<file path="config.mk">
export PLATFORM = sky130hd
export DESIGN_NAME = box_reset_sequencer_flat
export DESIGN_NICKNAME = d
export VERILOG_FILES = /design/src/rtl/box_reset_sequencer_pkg.sv /design/src/rtl/box_reset_sequencer_if.sv /design/src/rtl/box_reset_sequencer_box_coord_rom.sv /design/src/rtl/box_reset_sequencer.sv /design/src/flat_wrapper.sv
export SDC_FILE = /design/constraint.sdc
export NUM_CORES = 1
export LEC_CHECK = 0
export CAP_MARGIN = 20
export CORE_MARGIN = 4
export CORE_UTILIZATION = 35
export DETAILED_ROUTE_END_ITERATION = 12
export GPL_ROUTABILITY_DRIVEN = 0
export SYNTH_ARGS = -nofsm -noshare
export SYNTH_HDL_FRONTEND = slang
export SYNTH_SLANG_ARGS = --single-unit
</file>
<file path="constraint.sdc">
create_clock -name clk -period 3.5 [get_ports clk]
set_input_delay 0.525 -clock clk [delete_from_list [all_inputs] [get_ports clk]]
set_output_delay 0.525 -clock clk [all_outputs]
set_load 0.01 [all_outputs]
</file>
<file path="src/rtl/box_reset_sequencer_pkg.sv">
// Shared pyon_pkg: screen limits, colours, sequencer state type and default box y-tables.
package pyon_pkg;

  localparam int unsigned SCREEN_W = 160;
  localparam int unsigned SCREEN_H = 120;

  localparam logic [2:0] WHITE = 3'b111;
  localparam logic [2:0] BLACK = 3'b000;

  typedef enum logic [1:0] {
    IDLE,
    DRAW,
    DONE
  } state_t;

  localparam int unsigned Y_TABLE_DEPTH = 16;

  // Index 0 is the leftmost entry of each concatenation.
  localparam logic [0:15][6:0] Y_LEFT = {
    7'd3,  7'd13, 7'd19, 7'd22, 7'd25, 7'd31, 7'd37, 7'd49,
    7'd58, 7'd67, 7'd76, 7'd82, 7'd85, 7'd88, 7'd94, 7'd97
  };

  localparam logic [0:15][6:0] Y_RIGHT = {
    7'd7,  7'd10, 7'd16, 7'd28, 7'd34, 7'd40, 7'd43, 7'd46,
    7'd52, 7'd55, 7'd64, 7'd70, 7'd73, 7'd79, 7'd91, 7'd100
  };

endpackage

</file>
<file path="src/rtl/box_reset_sequencer_if.sv">
// Pixel valid/ready link between the reset sequencer (master) and the VGA plot arbiter (slave).
interface box_reset_sequencer_if;
  logic       plot;
  logic [7:0] x;
  logic [6:0] y;
  logic [2:0] colour;
  logic       ready;

  modport master (output plot, x, y, colour, input ready);
  modport slave  (input plot, x, y, colour, output ready);
endinterface

</file>
<file path="src/rtl/box_reset_sequencer_box_coord_rom.sv">
// box_coord_rom: combinational (side, box) -> y base lookup, kept separate so box layouts can be swapped.
module box_coord_rom
  import pyon_pkg::*;
#(
  parameter int unsigned BOX_BITS = 4
) (
  input  logic                side,
  input  logic [BOX_BITS-1:0] box,
  output logic [6:0]          y_base
);

  logic [3:0] idx;

  always_comb begin
    idx    = 4'(box);
    y_base = side ? Y_RIGHT[idx] : Y_LEFT[idx];
  end

endmodule

</file>
<file path="src/rtl/box_reset_sequencer.sv">
// box_reset_sequencer: repaints every hazard box of every lane one pixel per accepted handshake.
// Optional BOX_RESET_PLAYER_MASK_EN adds player_mask to skip lanes.
module box_reset_sequencer
  import pyon_pkg::*;
#(
  parameter int unsigned NUM_PLAYERS    = 2,
  parameter int unsigned BOXES_PER_SIDE = 16,
  parameter int unsigned BOX_W          = 3,
  parameter int unsigned BOX_H          = 3,
  parameter int unsigned LEFT_X         = 38,
  parameter int unsigned RIGHT_X        = 43,
  parameter int unsigned PLAYER_PITCH   = 80,
  parameter logic [2:0]  RESET_COLOUR   = WHITE
) (
  input  logic                   clk,
  input  logic                   resetn,
  input  logic                   start,
`ifdef BOX_RESET_PLAYER_MASK_EN
  input  logic [NUM_PLAYERS-1:0] player_mask,
`endif
  output logic                   busy,
  output logic                   done,
  box_reset_sequencer_if.master  pix
);

  localparam int unsigned PW  = (NUM_PLAYERS > 1)    ? $clog2(NUM_PLAYERS)    : 1;
  localparam int unsigned BXW = (BOXES_PER_SIDE > 1) ? $clog2(BOXES_PER_SIDE) : 1;
  localparam int unsigned DXW = (BOX_W > 1)          ? $clog2(BOX_W)          : 1;
  localparam int unsigned DYW = (BOX_H > 1)          ? $clog2(BOX_H)          : 1;

  state_t                 state_q, state_d;
  logic [DXW-1:0]         dx_q, dx_d, adv_dx, pix_dx;
  logic [DYW-1:0]         dy_q, dy_d, adv_dy, pix_dy;
  logic [BXW-1:0]         box_q, box_d, adv_box, pix_box;
  logic                   side_q, side_d, adv_side, pix_side;
  logic [PW-1:0]          player_q, player_d, adv_player, pix_player, first_player;
  logic [NUM_PLAYERS-1:0] mask_q, mask_d, req_mask;
  logic                   plot_q, plot_d;
  logic [7:0]             x_q, x_d;
  logic [6:0]             y_q, y_d;
  logic [2:0]             colour_q, colour_d;
  logic                   busy_q, busy_d;
  logic                   done_q, done_d;
  logic                   adv_last;
  logic [6:0]             y_base;
  logic [8:0]             x_full, y_full;

`ifdef BOX_RESET_PLAYER_MASK_EN
  assign req_mask = player_mask;
`else
  assign req_mask = '1;
`endif

  always_comb begin
    logic found;
    found        = 1'b0;
    first_player = '0;
    for (int unsigned i = 0; i < NUM_PLAYERS; i++) begin
      if (!found && req_mask[i]) begin
        first_player = PW'(i);
        found        = 1'b1;
      end
    end
  end

  // Successor of the current pixel; adv_last marks that the current pixel is the final one.
  always_comb begin
    logic found;
    found      = 1'b0;
    adv_dx     = dx_q;
    adv_dy     = dy_q;
    adv_box    = box_q;
    adv_side   = side_q;
    adv_player = player_q;
    adv_last   = 1'b0;
    if (dx_q != DXW'(BOX_W - 1)) begin
      adv_dx = dx_q + 1'b1;
    end else begin
      adv_dx = '0;
      if (dy_q != DYW'(BOX_H - 1)) begin
        adv_dy = dy_q + 1'b1;
      end else begin
        adv_dy = '0;
        if (box_q != BXW'(BOXES_PER_SIDE - 1)) begin
          adv_box = box_q + 1'b1;
        end else begin
          adv_box  = '0;
          adv_side = ~side_q;
          if (side_q) begin
            for (int unsigned i = 0; i < NUM_PLAYERS; i++) begin
              if (!found && mask_q[i] && (i > 32'(player_q))) begin
                adv_player = PW'(i);
                found      = 1'b1;
              end
            end
            adv_last = ~found;
          end
        end
      end
    end
  end

  // While plot is low the counters already hold the first pixel; afterwards we load the successor.
  assign pix_dx     = plot_q ? adv_dx     : dx_q;
  assign pix_dy     = plot_q ? adv_dy     : dy_q;
  assign pix_box    = plot_q ? adv_box    : box_q;
  assign pix_side   = plot_q ? adv_side   : side_q;
  assign pix_player = plot_q ? adv_player : player_q;

  box_coord_rom #(.BOX_BITS(BXW)) u_rom (
    .side   (pix_side),
    .box    (pix_box),
    .y_base (y_base)
  );

  assign x_full = 9'((pix_side ? RIGHT_X : LEFT_X) + 32'(pix_player) * PLAYER_PITCH + 32'(pix_dx));
  assign y_full = 9'(32'(y_base) + 32'(pix_dy));

  always_comb begin
    state_d  = state_q;
    dx_d     = dx_q;
    dy_d     = dy_q;
    box_d    = box_q;
    side_d   = side_q;
    player_d = player_q;
    mask_d   = mask_q;
    plot_d   = plot_q;
    x_d      = x_q;
    y_d      = y_q;
    colour_d = colour_q;
    busy_d   = busy_q;
    done_d   = done_q;
    case (state_q)
      IDLE: begin
        if (start) begin
          dx_d     = '0;
          dy_d     = '0;
          box_d    = '0;
          side_d   = 1'b0;
          player_d = first_player;
          mask_d   = req_mask;
          busy_d   = 1'b1;
          state_d  = (req_mask == '0) ? DONE : DRAW;
        end
      end
      DRAW: begin
        if (!plot_q || pix.ready) begin
          if (plot_q && adv_last) begin
            state_d  = DONE;
            plot_d   = 1'b0;
            x_d      = '0;
            y_d      = '0;
            colour_d = '0;
            done_d   = 1'b1;
            dx_d     = '0;
            dy_d     = '0;
            box_d    = '0;
            side_d   = 1'b0;
            player_d = '0;
          end else begin
            plot_d   = 1'b1;
            colour_d = RESET_COLOUR;
            x_d      = x_full[7:0];
            y_d      = y_full[6:0];
            dx_d     = pix_dx;
            dy_d     = pix_dy;
            box_d    = pix_box;
            side_d   = pix_side;
            player_d = pix_player;
          end
        end
      end
      DONE: begin
        // An empty mask enters here with done low, so done still lands one cycle after the load.
        if (done_q) begin
          state_d = IDLE;
          done_d  = 1'b0;
          busy_d  = 1'b0;
        end else begin
          done_d = 1'b1;
        end
      end
      default: state_d = IDLE;
    endcase
  end

  always_ff @(posedge clk or negedge resetn) begin
    if (!resetn) begin
      state_q  <= IDLE;
      dx_q     <= '0;
      dy_q     <= '0;
      box_q    <= '0;
      side_q   <= 1'b0;
      player_q <= '0;
      mask_q   <= '0;
      plot_q   <= 1'b0;
      x_q      <= '0;
      y_q      <= '0;
      colour_q <= '0;
      busy_q   <= 1'b0;
      done_q   <= 1'b0;
    end else begin
      state_q  <= state_d;
      dx_q     <= dx_d;
      dy_q     <= dy_d;
      box_q    <= box_d;
      side_q   <= side_d;
      player_q <= player_d;
      mask_q   <= mask_d;
      plot_q   <= plot_d;
      x_q      <= x_d;
      y_q      <= y_d;
      colour_q <= colour_d;
      busy_q   <= busy_d;
      done_q   <= done_d;
    end
  end

  assign pix.plot   = plot_q;
  assign pix.x      = x_q;
  assign pix.y      = y_q;
  assign pix.colour = colour_q;
  assign busy       = busy_q;
  assign done       = done_q;

  a_on_screen: assert property (@(posedge clk) disable iff (!resetn)
    (state_q == DRAW) |-> ((x_full < 9'(SCREEN_W)) && (y_full < 9'(SCREEN_H))));

endmodule
</file>
<file path="src/flat_wrapper.sv">
// flat-port wrapper written by rule: the top's interface ports become plain ports
module box_reset_sequencer_flat import pyon_pkg::*;
#(
  parameter int unsigned NUM_PLAYERS    = 2,
  parameter int unsigned BOXES_PER_SIDE = 16,
  parameter int unsigned BOX_W          = 3,
  parameter int unsigned BOX_H          = 3,
  parameter int unsigned LEFT_X         = 38,
  parameter int unsigned RIGHT_X        = 43,
  parameter int unsigned PLAYER_PITCH   = 80,
  parameter logic [2:0]  RESET_COLOUR   = WHITE
)
  (clk, resetn, start, busy, done, pix_plot, pix_x, pix_y, pix_colour, pix_ready);
  box_reset_sequencer_if pix_i ();
  input  logic clk;
  input  logic resetn;
  input  logic start;
  output logic busy;
  output logic done;
  output wire logic [$bits(pix_i.plot)-1:0] pix_plot;
  output wire logic [$bits(pix_i.x)-1:0] pix_x;
  output wire logic [$bits(pix_i.y)-1:0] pix_y;
  output wire logic [$bits(pix_i.colour)-1:0] pix_colour;
  input wire logic [$bits(pix_i.ready)-1:0] pix_ready;
  assign pix_plot = pix_i.plot;
  assign pix_x = pix_i.x;
  assign pix_y = pix_i.y;
  assign pix_colour = pix_i.colour;
  assign pix_i.ready = pix_ready;
  box_reset_sequencer #(.NUM_PLAYERS(NUM_PLAYERS), .BOXES_PER_SIDE(BOXES_PER_SIDE), .BOX_W(BOX_W), .BOX_H(BOX_H), .LEFT_X(LEFT_X), .RIGHT_X(RIGHT_X), .PLAYER_PITCH(PLAYER_PITCH), .RESET_COLOUR(RESET_COLOUR)) u_core (.clk(clk), .resetn(resetn), .start(start), .busy(busy), .done(done), .pix(pix_i));
endmodule
</file>
* Word-level counts from Yosys, hierarchy flattened
Memories as Yosys holds them, arrays and structs flattened. Index checks and enable logic that the tools add are counted. W data, S select, Z words.
Cells by class: add/sub/neg operators 6, $lt $le $gt $ge 2, equality and inequality tests 9, bitwise logic cells 3, multiplexer cells 68, multiply operators 1, reductions and logical operators 14
Operator list (number):
- $mux W7 | 6
- $mux W4 | 8
- $mux W1 | 30
- $mux W2 | 14
- $reduce_and A3 Y1 | 3
- $add A8 B2 Y8 | 1
- $add A8 B8 Y8 | 1
- $mux W8 | 1
- $pmux W1 S2 | 4
- $pmux W2 S2 | 2
- $pmux W4 S2 | 1
- $add A7 B2 Y7 | 1
- $ne A2 B1 Y1 const B | 3
- $ne A2 B2 Y1 const B | 3
- $pmux W2 S3 | 1
- $reduce_bool A2 Y1 | 3
- $ge A5 B5 Y1 const B | 1
- $not A4 Y5 | 1
- $add A2 B1 Y2 const B | 2
- $add A4 B1 Y4 const B | 1
- $mul A1 B3 Y4 const B | 1
- $ne A4 B4 Y1 const B | 1
- $reduce_and A2 Y1 | 2
- $reduce_and A4 Y1 | 1
- 9 further kinds | 11
Word-level totals: memory bits (read-only) 224, word-level logic and storage cells 118, register bits after elaboration 34, memories kept 2
Memories:
- (name not given) | depth 16, bits a word 7, read ports 1, clocked after Yosys merged registers in 0, wr ports 0, RTL line box_reset_sequencer_box_coord_rom.sv:16 | y_base = side ? Y_RIGHT[idx] : Y_LEFT[idx];
- (name not given) | depth 16, bits a word 7, read ports 1, clocked after Yosys merged registers in 0, wr ports 0, RTL line box_reset_sequencer_box_coord_rom.sv:16

* Depth between registers and ports, before layout
depth in word-level cells 16, depth in mapped cells 19, mapped depth without buffers 17

* Modules after synthesis
A second synthesis with hierarchy kept.
Unflattened totals: cell total of the unflattened synthesis 241, area total of the unflattened synthesis 2244.7 µm²
By module, submodules not included:
- box_reset_sequencer | area an instance 1731.7 µm², cells an instance 176, times used 1, seq. area each 750.7 µm²
- box_coord_rom | area an instance 513.0 µm², cells an instance 65, times used 1, seq. area each 0.0 µm²

* Least setup slack after synthesis
Ideal clock, no wire load.
path kind flip-flop to flip-flop, from register, netlist name u_core.pix.colour[1], to register u_core.y_q[6] (netlist: u_core.pix.y[6]), cell stages (with the launch flop) 18, arrival 3.658 ns, data required time 3.379 ns, period minus slack after synthesis 3.778 ns, slack -0.278 ns, cell sequence dfrtp_1 -> nand3b_4 -> o21ai_0 -> and2_1 -> clkbuf_1 -> inv_1 -> ha_1 -> nand2b_1 -> a31oi_1 -> o221ai_1 -> o211a_1 -> a31o_2 -> fa_1 -> nand2_1 -> o22ai_1 -> nand4_1 -> xor2_1 -> a22o_1
RTL lines:
- to (signal assigned) | RTL line box_reset_sequencer.sv:212 | y_q <= y_d;
- to (decl) | RTL line box_reset_sequencer.sv:40 | logic [6:0] y_q, y_d;

* Worst setup path in the final report
from register u_core.dx_q[0], to register u_core.y_q[6] (netlist: u_core.pix.y[6])
On the way: longest elaborated chain between the ends 10, elaborated cells between the ends (all ways) 19, those cells by class add/sub (1); eq/ne (1); mux (13); bitwise (1); reduce/logical (1); memory (2)
Ends and longest elaborated chain:
- from (decl) | RTL line box_reset_sequencer.sv:32 | logic [DXW-1:0] dx_q, dx_d, adv_dx, pix_dx;
- from (signal assigned) | RTL line box_reset_sequencer.sv:190 | dx_q <= '0;
- from (signal assigned) | RTL line box_reset_sequencer.sv:204 | dx_q <= dx_d;
- $ne A2 B2 Y1 (*) | RTL line box_reset_sequencer.sv:76 | if (dx_q != DXW'(BOX_W - 1)) begin
- $mux W4 | RTL line box_reset_sequencer.sv:76
- $mux W4 | RTL line box_reset_sequencer.sv:106 | assign pix_box = plot_q ? adv_box : box_q;
- $not A4 Y5 (implied by the code) | RTL line box_reset_sequencer_box_coord_rom.sv:16
- $mem_v2 Z16 W7
- $mux W7 (implied by the code) (2 in a row) | RTL line box_reset_sequencer_box_coord_rom.sv:16
- $mux W7 | RTL line box_reset_sequencer_box_coord_rom.sv:16
- $add A7 B2 Y7 | RTL line box_reset_sequencer.sv:117 | assign y_full = 9'(32'(y_base) + 32'(pix_dy));
- $mux W7 (*) | RTL line box_reset_sequencer.sv:148 | if (plot_q && adv_last) begin
Every way passes the cells marked *; elsewhere a longest branch is shown, timed or not. The select of a mux whose other input is x is not followed. A chain may end at the register's enable or synchronous reset.

==> run_results.csv <==
group,metric,value,unit
synth,synth.most_common_cell,"dfrtp_1",
sta,max_freq,300,MHz
sta,finalHoldWorstSlack,0.470,ns
hold_path,hold_path.class,"reg -> reg",
clocking,cts_hold_buf,0,
synth,synth_cell_types,70,
hold_path,hold_path_end,"u_core.mask_q[0]$_DFFE_PN0P_",
worst_setup_path,crit_start,"u_core.dx_q[0]$_DFFE_PN0P_",
worst_setup_path,cp.arrival,3.51,ns
synth,yosysTopAreaCell,"dfrtp_1",
clocking,root_buffer,"clkbuf_8",
pwr,cellPowerDensity,471,mW/mm^2
worst_setup_path,r2r-end,"u_core.pix.y[6]$_DFFE_PN0P_",
synth,syn_area,0.00249,mm^2
sta,tightest_slew,0.860,ns
drt,dr.first_iter.drc_count,185,
worst_setup_path,reg2reg_from,"u_core.dx_q[0]$_DFFE_PN0P_",
synth,synth_enable_flop_cells,0,
clocking,clk_latency,0.28,ns
worst_setup_path,worstSetupPathType,"reg -> reg",
worst_setup_path,reg2regPathDepth,17,
pwr,max-vdd-ir-drop,419,uV
place,portBuffers,24,
final_layout,multi_input_area,0.00162,mm^2
grt,grt_max_degree,31,
drt,drtPass1Iterations,4,
sta,post-route-min-period,3.34,ns
floorplan,die-width,92.3,um
final_layout,stdcell_count,421,
synth,synth_area_leaders,"dfrtp_1 30%, ha_1 8.0%, nand2_1 4.4%",
synth,synthTopCellsByCount,"30 x dfrtp_1, 29 x nand2_1, 16 x ha_1",
final_layout,n_fill_cell,684,
worst_setup_path,cp_data_required_time,3.67,ns
sta,finalClockSkew,0.00319,ns
grt,antenna_found_initial,0,
drt,drc,0,
worst_setup_path,ff2ff_setup_slack,0.16,ns
synth,ys_seq_area_share,30.2,%
clocking,htree_levels,2,
hold_path,hp-start,"u_core.mask_q[0]$_DFFE_PN0P_",
floorplan,die_h,92.3,um
final_layout,layout-drive-gt1-share,24.0,%
synth,synth_top_area_share,30.2,%
sta,setup_viol,0,
synth,ys.warnings.count,0,
worst_setup_path,slowest_delay,0.39,ns
synth,synthArstFlopShare,100,%
floorplan,num_rows,30,
drt,vias_per_cell,5.48,
grt,overflow,0,
grt,grt_pass1_vias,2183,
clocking,clock_sinks,30,
worst_setup_path,cp-end-kind,"flop",
clocking,numCtsBuffers,5,
pwr,leakagePower,0.00139,uW
clocking,cts_tree,"yes",
final_layout,syn2layout_area_growth,28.7,%
synth,synth_area_per_cell,9.18,um^2
sta,period_share,95.3,%
worst_setup_path,slowest_stage,"dfrtp_1",
floorplan,die_area,0.00852,mm^2
floorplan,coreArea,0.00683,mm^2
clocking,cts.clk_slew.worst_paths,0.07,ns
place,place_hpwl,5.16,mm
flow_run,maxCapViolations,0,
worst_setup_path,crit_path_cell_trace,"nand3b_4, o21ai_1, and2_4, inv_2, buf_4, ha_1, nand2_1, o21ai_0, a221o_1, o21ai_1, ha_1, fa_2, nand2_1, o22ai_2, nand4_1, xor2_1, a22o_1",
drt,num_vias,2308,
sta,slew_violations,0,
sta,finalSetupTns,0,ns
sta,finalHoldViolCount,0,
final_layout,final-seq-area,753,um^2
synth,syn_inst,271,
synth,syn_nets,292,
worst_setup_path,cp_max_fo,4,
drt,wl_per_cell,16.7,um
grt,grt_pass1_wl,11.2,mm
outcome,status,"finished clean",
sta,relSlewSlack,42.4,%
floorplan,start_util,36.4,%
drt,finalWirelength,7.04,mm
floorplan,ios,25,
hold_path,min_path_cells,1,
synth,ys_seq_elements,30,
final_layout,diodes,0,
clocking,clk_path_buf_depth,2,
final_layout,layout.nets,345,
worst_setup_path,cp-start-kind,"flop",
place,dp_cells,407,
synth,synthFlopType,"dfrtp_1",
drt,ant_nets,0,
grt,track_usage,16.5,%
==> metrics by stage <==
stage | utilization, % | instance area, um^2 | setup WS [ns] | total power [uW]
after floorplan | - | 2510 | 0.0391 | 912
after global placement | 44.1 | 3010 | 0.127 | 1190
after detailed placement | 44.1 | 3010 | 0.0204 | 1200
after CTS | 45.5 | 3110 | 0.00437 | 1500
after global routing | 46.8 | 3200 | -0.0224 | 1610
final | 46.8 | 3200 | 0.163 | 1510
==> where the power goes <==
| part | switching [uW] | internal (uW) | total (uW) |
|---|---|---|---|
| clock network | 135 | 159 | 293 |
| logic | 395 | 333 | 728 |
| registers | 56.7 | 429 | 485 |
==> worst max path at each step <==
| stage | endpoint | slack, ns | cells past startpoint |
|---|---|---|---|
| 4_1_cts | u_core.pix.y[6]$_DFFE_PN0P_ | 0.004 | 15 |
| 6_report | u_core.pix.y[6]$_DFFE_PN0P_ | 0.16 | 17 |
| 2_1_floorplan | u_core.pix.y[6]$_DFFE_PN0P_ | 0.04 | 18 |
| 5_1_grt | u_core.pix.y[6]$_DFFE_PN0P_ | -0.02 | 17 |
| 3_3_place_gp | u_core.pix.y[6]$_DFFE_PN0P_ | 0.13 | 15 |
| 3_5_place_dp | u_core.pix.y[6]$_DFFE_PN0P_ | 0.02 | 15 |
==> critical path, delay by kind of cell (launching register included) <==
kind	cells	cell delay (ns)
simple gates	5	0.66
fa+ha+maj	3	0.64
buf+inv	2	0.19
flops	1	0.39
compound gates	6	1.17
xor+xnor	1	0.17
==> cells in the final DEF (no fill, tap or decap), types with 5 or more instances in the layout <==
cell	count
a22o_1	8
dfrtp_1	28
nor2_1	11
clkdlybuf4s50_1	24
a21oi_1	12
o211ai_1	9
o31ai_1	8
ha_1	15
buf_4	42
nand2_1	29
o21ai_0	11
nand2b_1	5
inv_1	12
a21o_1	7
clkbuf_8	6
==> cell type report <==
class                      instances  area share [%]
inverter                          15            1.92
tap                               96            3.75
sequential                        30            23.5
clock buffer                       7            2.70
timing repair buffer              66            17.4
multi-input combinational        206            50.6
clock inverter                     1           0.156
==> state kept, by name, summed over array words and instances, names as in the netlist <==
name	flops
u_core.pix.x	7
u_core.pix.y	7
u_core.box_q	4
u_core.dx_q	2
u_core.side_q	1
u_core.done	1
u_core.pix.colour	1
u_core.state_q	2
u_core.dy_q	2
u_core.player_q	1
u_core.busy	1
u_core.mask_q	1
==> kinds of logic (layout without fill, tap and decap cells) <==
group                      count (synthesis)  after routing  share of synthesized area [%]
adders and majority gates                 17             17                           8.85
buffers and inverters                     35             89                           7.39
and+or+nand+nor                           85             85                           19.7
AOI/OAI and AO/OA                         93             93                           29.0
xor gates and xnor gates                   6              6                           2.87
muxes                                      5              5                           2.06
DFF                                       30             30                           30.2
==> routing by layer <==
layer  up-vias  global-route usage (%)  share of wire (%)
li1       1115                       -                  -
met1      1106                    23.3                 47
met2        73                    25.1                 46
met3        14                    3.17                5.6
met4         0                    5.82                1.7
met5         -                       0                  0
==> repair_timing <==
| action | in CTS | in global routing |
|---|---|---|
| buffers inserted | 0 | 6 |
| gates resized for setup | 0 | 14 |
| setup endpoints to repair | 0 | 5 |
(Power assumes the default switching activity.)
